File: src/rtl/dbus_peri_initiator.sv
// dbus-to-peripheral initiator: accepts one LSU load/store at a time, decodes
// the address to a one-hot peripheral slot, runs the req/ack handshake and
// returns a single-cycle response.
// Optional feature: define DBUS_TIMEOUT_EN to bound the WAIT state with an
// 8-bit cycle counter that answers with an error on expiry.

package dbus_peri_pkg;

  typedef struct packed {
    logic [31:0] addr;
    logic [31:0] w_data;
    logic        w_en;
    logic        req;
  } type_dbus2peri_s;

  typedef struct packed {
    logic [31:0] r_data;
    logic        ack;
  } type_peri2dbus_s;

endpackage

module dbus_peri_initiator
  import dbus_peri_pkg::*;
#(
  parameter int unsigned NUM_PERI       = 4,
  parameter logic [31:0] PERI_BASE      = 32'h9000_0000,
  parameter int unsigned TIMEOUT_CYCLES = 16
) (
  input  logic                            clk,
  input  logic                            rst_n,
  input  logic                            lsu_req_i,
  input  logic                            lsu_w_en_i,
  input  logic [31:0]                     lsu_addr_i,
  input  logic [31:0]                     lsu_w_data_i,
  output logic                            lsu_ready_o,
  output logic                            lsu_rsp_o,
  output logic [31:0]                     lsu_r_data_o,
  output logic                            lsu_err_o,
  output type_dbus2peri_s                 dbus2peri_o,
  output logic [NUM_PERI-1:0]             peri_sel_o,
  input  type_peri2dbus_s [NUM_PERI-1:0]  peri2dbus_i
);

  localparam int unsigned SEL_W = NUM_PERI;

  typedef enum logic [1:0] {ST_IDLE, ST_WAIT, ST_RESP} state_e;

  state_e             state_q, state_d;
  logic               req_q, req_d;
  logic [SEL_W-1:0]   sel_q, sel_d;
  logic [31:0]        addr_q, addr_d;
  logic [31:0]        wdata_q, wdata_d;
  logic               wen_q, wen_d;
  logic               ready_q, ready_d;
  logic               rsp_q, rsp_d;
  logic [31:0]        rdata_q, rdata_d;
  logic               err_q, err_d;

  logic [3:0]         idx_c;
  logic               mapped_c;
  logic [SEL_W-1:0]   sel_onehot_c;
  logic               ack_c;
  logic [31:0]        ack_rdata_c;
  logic               timeout_c;

  // Address decode of the incoming LSU request
  always_comb begin
    idx_c        = lsu_addr_i[11:8];
    mapped_c     = (lsu_addr_i[31:12] == PERI_BASE[31:12]) && (32'(idx_c) < NUM_PERI);
    sel_onehot_c = SEL_W'(1) << idx_c;
  end

  // Only the selected slot's ack and read data are seen
  always_comb begin
    ack_c       = 1'b0;
    ack_rdata_c = '0;
    for (int unsigned s = 0; s < NUM_PERI; s++) begin
      if (sel_q[s]) begin
        ack_c       = ack_c | peri2dbus_i[s].ack;
        ack_rdata_c = ack_rdata_c | peri2dbus_i[s].r_data;
      end
    end
  end

`ifdef DBUS_TIMEOUT_EN
  localparam int unsigned CNT_W = 8;

  logic [CNT_W-1:0] cnt_q, cnt_d;

  // Counter is zero outside WAIT so it restarts on every WAIT entry
  always_comb begin
    cnt_d = (state_q == ST_WAIT) ? cnt_q + CNT_W'(1) : '0;
  end

  // WAIT cycle counter register
  always_ff @(posedge clk) begin
    if (!rst_n) cnt_q <= '0;
    else        cnt_q <= cnt_d;
  end

  assign timeout_c = (cnt_q == CNT_W'(TIMEOUT_CYCLES - 1));
`else
  assign timeout_c = 1'b0;
`endif

  // FSM state register
  always_ff @(posedge clk) begin
    if (!rst_n) state_q <= ST_IDLE;
    else        state_q <= state_d;
  end

  // FSM next-state logic; an ack takes priority over timeout expiry
  always_comb begin
    state_d = state_q;
    case (state_q)
      ST_IDLE: if (lsu_req_i) state_d = mapped_c ? ST_WAIT : ST_RESP;
      ST_WAIT: if (ack_c || timeout_c) state_d = ST_RESP;
      ST_RESP: state_d = ST_IDLE;
      default: state_d = ST_IDLE;
    endcase
  end

  // Next values of the registered bus and LSU outputs
  always_comb begin
    req_d   = req_q;
    sel_d   = sel_q;
    addr_d  = addr_q;
    wdata_d = wdata_q;
    wen_d   = wen_q;
    rdata_d = '0;
    err_d   = 1'b0;
    ready_d = (state_d == ST_IDLE);
    rsp_d   = (state_d == ST_RESP);
    case (state_q)
      ST_IDLE: begin
        if (lsu_req_i) begin
          if (mapped_c) begin
            req_d   = 1'b1;
            sel_d   = sel_onehot_c;
            addr_d  = lsu_addr_i;
            wdata_d = lsu_w_data_i;
            wen_d   = lsu_w_en_i;
          end else begin
            err_d = 1'b1;
          end
        end
      end
      ST_WAIT: begin
        if (ack_c) begin
          req_d   = 1'b0;
          sel_d   = '0;
          rdata_d = wen_q ? 32'h0 : ack_rdata_c;
        end else if (timeout_c) begin
          req_d = 1'b0;
          sel_d = '0;
          err_d = 1'b1;
        end
      end
      default: ;
    endcase
  end

  // Output registers
  always_ff @(posedge clk) begin
    if (!rst_n) begin
      req_q   <= 1'b0;
      sel_q   <= '0;
      addr_q  <= '0;
      wdata_q <= '0;
      wen_q   <= 1'b0;
      ready_q <= 1'b1;
      rsp_q   <= 1'b0;
      rdata_q <= '0;
      err_q   <= 1'b0;
    end else begin
      req_q   <= req_d;
      sel_q   <= sel_d;
      addr_q  <= addr_d;
      wdata_q <= wdata_d;
      wen_q   <= wen_d;
      ready_q <= ready_d;
      rsp_q   <= rsp_d;
      rdata_q <= rdata_d;
      err_q   <= err_d;
    end
  end

  assign lsu_ready_o  = ready_q;
  assign lsu_rsp_o    = rsp_q;
  assign lsu_r_data_o = rdata_q;
  assign lsu_err_o    = err_q;
  assign peri_sel_o   = sel_q;
  assign dbus2peri_o  = '{addr: addr_q, w_data: wdata_q, w_en: wen_q, req: req_q};

endmodule

File: config.mk
export PLATFORM = sky130hd
export DESIGN_NAME = dbus_peri_initiator
export DESIGN_NICKNAME = d
export VERILOG_FILES = /design/src/rtl/dbus_peri_initiator.sv
export SDC_FILE = /design/constraint.sdc
export NUM_CORES = 1
export LEC_CHECK = 0
export ABC_AREA = 0
export ABC_CLOCK_PERIOD_IN_PS = 2100
export CORE_AREA = 2 2 119 121
export CTS_BUF_LIST = sky130_fd_sc_hd__clkbuf_4 sky130_fd_sc_hd__clkbuf_8
export DETAILED_ROUTE_END_ITERATION = 6
export DIE_AREA = 0 0 121 123
export PLACE_DENSITY_LB_ADDON = 0.15
export SETUP_SLACK_MARGIN = 0.05
export SLEW_MARGIN = 0
export SYNTH_ARGS = -nofsm -noshare
export SYNTH_HDL_FRONTEND = slang
export SYNTH_SLANG_ARGS = --single-unit
export TNS_END_PERCENT = 100
File: constraint.sdc
create_clock -name clk -period 2.1 [get_ports clk]
set_input_delay 0.315 -clock clk [delete_from_list [all_inputs] [get_ports clk]]
set_output_delay 0.315 -clock clk [all_outputs]
set_load 0.1 [all_outputs]
# After elaboration in Yosys (flattened, before gate mapping)
# Cells that the tools add are included.
# word_totals
regBits	107
input_bits	200
out_inout_bits	105
word_cells	56
# op_classes
n_lt_le_gt_ge	1
eq_ne	6
shift	1
mux	21
bitwise_logic	9
n_reduce_logical	8
# ops
op	count
32-bit two-way mux	4
32-bit OR	3
20-bit equality test (second input constant)	1
4-bit two-way mux	3
1-bit two-way mux	8
4-bit case mux with 2 select lines	1
2-bit two-way mux	3
2-bit inequality test (second input constant)	3
3-bit AND reduction	2
2-bit logical NOT	2
4-bit by 3-bit < comparator with 1-bit output (second input constant)	1
2-bit case mux with 2 select lines	1
4-bit AND reduction	1
4-bit OR reduction	1
1-bit by 4-bit left shift with 4-bit output (first input constant)	1
1-bit inverter	3
1-bit OR	3
2-bit by 1-bit equality test with 1-bit output (second input constant)	1
2-bit equality test (second input constant)	1
1-bit case mux with 2 select lines	1
2-bit nonzero test	1
1-bit logical AND	1

# Depth between registers and ports, before layout
# logic_depth
word_depth	10
ltp_mapped	7
mapped_depth_nobuf	4

# Least setup slack after synthesis
# OpenSTA, ideal clock, no wires.
# synth_path
kind	reg2reg
from	register sel_q[0], in the netlist peri_sel_o[0]
to	register rdata_q[10], in the netlist lsu_r_data_o[10]
arrival_time_ns	2.181
required_ns	2.030
setup_slack_ns	-0.151
stages_incl_launch_ff	8
n_path_buf	3
synth_period_minus_slack_ns	2.251
cell_sequence	dfxtp_1 > buf_2 > a22o_1 > o21ai_2 > or3_1 > clkbuf_1 > buf_2 > a21oi_1
# synth_via
elab_chain_cells	9
elab_cells_between_ends	16
# synth_rtl
element	line	source
from (decl)	51	logic [SEL_W-1:0] sel_q, sel_d;
from (signal assigned)	178	sel_q <= sel_d;
1-bit two-way mux	79	if (sel_q[s]) begin
1-bit OR	80	ack_c = ack_c | peri2dbus_i[s].ack;
1-bit two-way mux	79	
1-bit OR	80	
1-bit two-way mux	79	
1-bit OR	80	
1-bit two-way mux	79	
1-bit inverter (no source line)	n/a	
4-bit OR reduction (no source line)	n/a	
to (signal assigned)	184	rdata_q <= rdata_d;
to (decl)	57	logic [31:0] rdata_q, rdata_d;
# Several ways; a longest one is shown, not always the timed one.
# A chain may end at the register's enable or synchronous reset.

# Final worst setup path
# layout_path
from	input port lsu_addr_i[23]
to	register addr_q[23]
# layout_via
elab_chain_cells	3
# layout_rtl
element	line	source
from (decl)	34	input logic [31:0] lsu_addr_i,
20-bit equality test	70	mapped_c = (lsu_addr_i[31:12] == PERI_BASE[31:12]) && (32'(idx_c) < NUM_PERI);
1-bit logical AND	70	
3-bit AND reduction (no source line)	n/a	
to (signal assigned)	179	addr_q <= addr_d;
to (decl)	52	logic [31:0] addr_q, addr_d;
# Several ways; a longest one is shown, not always the timed one.

==> out/results.ini <==
[cts]
cts_hold_buf=0
cts_buffers=9
cts_sinks=107
cts_tree=built
clk_pin_slew_ns=0.11
htreeDepth=3
insertion_delay_ns=0.37
clockRootBuffer=clkbuf_8
cts_setup_buffers=0
ctsResizeCount=0
cts_buffer_depth=2

[floorplan]
die_w_um=121
row_count=43
ioPinCount=305
die_y_um=123
core-area_um2=13610
fp.dieArea_um2=14880
start_util_pct=30.73

[cells_and_area]
final_area_um2=7468
fin_nets=944
area_growth_pct=78.55
drive_above_1_share_pct=21.50
final_common_cell=clkdlybuf4s50_1
layout_common_cells=clkdlybuf4s50_1 (199), buf_4 (126), dfxtp_1 (103)

[place]
post-dp-hpwl_um=12660
portBuffers=304
routabilityCongestion=0.8653
place_area_um2=7273
dp_slack_ns=-0.03192

[pwr]
ir_drop_v=0.0003312
seq_power_share_pct=54.1
combPwrFrac_pct=13.0
power_switching_mw=0.9151
p_int_mw=2.842
sw_frac_of_total_pct=24.36
clkPwrFrac_pct=32.9
p_total_mw=3.757
p_per_area_nw_per_um2=503.0
p_leak_nw=2.800

[critical_path]
critPathCaptureType=flip-flop
cp_top_family=simple AND/OR/NAND/NOR gates
cp.buffers_inverters=2
worst_setup_path_start_kind=input pin
cp.arrival_ns=1.99
reg2reg_slack_ns=0.59
cp_slowest_cell=clkdlybuf4s50_1
r2r_cells=5
path_max_fanout=22
worstSetupPathType=in2reg
path_cells=clkdlybuf4s50_1 -> nor4_2 -> and4_2 -> nand3_1 -> buf_4 -> and3_1
max_stage_delay_ns=0.43
critPathLaunch=lsu_addr_i[23]
worstPathRequired_ns=2.37
r2r_start=state_q[0]
worstReg2RegEnd=lsu_r_data_o[28]

[synth]
synth_edf_count=0
ys_warn_count=0
syn_area_per_cell_um2=9.153
async_reset_ff_share_pct=0
synth_fp_nets=657
ys_seq_area_share_pct=51.21
yosys_register_bits=107
synth_cells=457
synth_area_um2=4183
synth.distinct_cells=33
synth-main-ff-cell=dfxtp_1

[timing]
setup_ws_ns=0.3807
rsz0062_at_grt=false
tightest_slew_ns=0.5125
period_share_pct=81.87
slew_violations=0
finalHoldViolCount=0
finalCriticalPeriod_ns=1.719
max_freq_mhz=581.6
fin_skew_ns=0.006662
max_slew_margin_pct=65.83
setup_viol=0

[routing]
drt_wl_total_um=17110
dr.first_iter.drc_count=319
drtPass1Iterations=7
remaining_drc_errors=0
vias=4822
drtAntennaViolNets=0
routedWlPerCell_um=18.37
vias_per_cell=5.179

[status]
outcome=completed

[min_path]
hp-start=req_q
holdPathEnd=req_q
hold_depth=2
hold_path.class=reg2reg

[grt]
grt_pass1_vias=4678
antenna_found_initial=2
grt_max_degree=49
grt_pass1_wl_um=25090
gr-total-overflow=0
grt_util_all_layers_pct=21.65

[run]
cap_violations=0

-- through the flow --
step / instances / hold slack [ns] / TNS [ns] / util (%)
floorplan: 457 / 0.4367 / 0 / -
global placement: 913 / 0.4534 / 0 / 53.43
detailed placement: 913 / 0.4650 / -0.3811 / 53.43
CTS: 929 / 0.4606 / 0 / 54.83
global route: 930 / 0.4832 / 0 / 54.85
finish: 931 / 0.4780 / 0 / 54.87
-- tightest hold or removal path, stage by stage (launching register included) --
cell     delay [ns]
dfxtp_1        0.34
nand2_1        0.05
a21oi_1        0.05
-- registers in the layout, summed over array words and instances, names as in the netlist --
register,cells
lsu_ready_o,1
state_q,2
peri_sel_o,4
lsu_r_data_o,32
wdata_q,32
addr_q,32
req_q,1
wen_q,1
lsu_rsp_o,1
lsu_err_o,1
-- cell type report --
cell class,instances,area (um^2)
sequential,107,2147
clock inverter,7,66.31
timing repair buffer,333,3098
inverter,2,7.507
multi-input combinational,291,1795
clock buffer,9,123.9
fill,1248,6143
tap,180,225.2
antenna,2,5.005
-- routing by layer --
metal	global-route usage [%]	part of all wire [%]	vias to the layer above	wire, um
met4	9.375	1.9	2	331
met3	5.720	8.3	24	1412
li1	-	-	2310	-
met1	24.98	39	2256	6725
met2	37.82	50	230	8624
met5	0	0.076	-	13
-- cell usage after synthesis (2+ instances only) --
cell / number / share of area (%)
a21oi_1: 79 / 9.5
a22o_1: 2 / 0.42
a22oi_1: 64 / 11
and2_1: 2 / 0.30
and3_1: 21 / 3.1
buf_1: 3 / 0.27
buf_2: 19 / 2.3
buf_4: 2 / 0.36
clkbuf_1: 33 / 3.0
dfxtp_1: 107 / 51
inv_1: 2 / 0.18
nand2_1: 4 / 0.36
nand3_1: 3 / 0.36
nand4_1: 44 / 6.6
nor2_1: 3 / 0.27
nor4_1: 3 / 0.45
o211ai_1: 3 / 0.54
o21a_1: 4 / 0.72
o21ai_0: 43 / 5.1
or3_1: 3 / 0.45
-- power groups by stage --
stage	registers [mW]	logic, mW	clock network [mW]
after floorplan	2.10	0.0493	0
after global routing	2.04	0.512	1.37
after global placement	2.08	0.482	0
final	2.03	0.488	1.24
after CTS	2.03	0.488	1.30
after detailed placement	2.08	0.485	0
-- kinds of logic (layout without fill, tap and decap cells) --
kind of cell | after synthesis | in the layout | share of synthesized area (%)
AO/OA/AOI/OAI | 199 | 199 | 28.48
flip-flops | 107 | 107 | 51.21
AND/OR/NAND/NOR | 91 | 91 | 14.03
buffers and inverters | 59 | 351 | 6.042
multiplexers | 1 | 1 | 0.2393
other | 0 | 2 | 0
-- worst max path at each step --
stage                                  end  slack [ns]  cells past startpoint
after floorplan           lsu_r_data_o[10]        0.19                      7
after global placement          addr_q[17]       0.005                      6
after detailed placement        addr_q[23]       -0.03                      6
after CTS                    peri_sel_o[2]        0.38                      2
after global routing         peri_sel_o[2]        0.30                      7
final                           addr_q[23]        0.38                      6
Power figures use the tool's default switching activity.
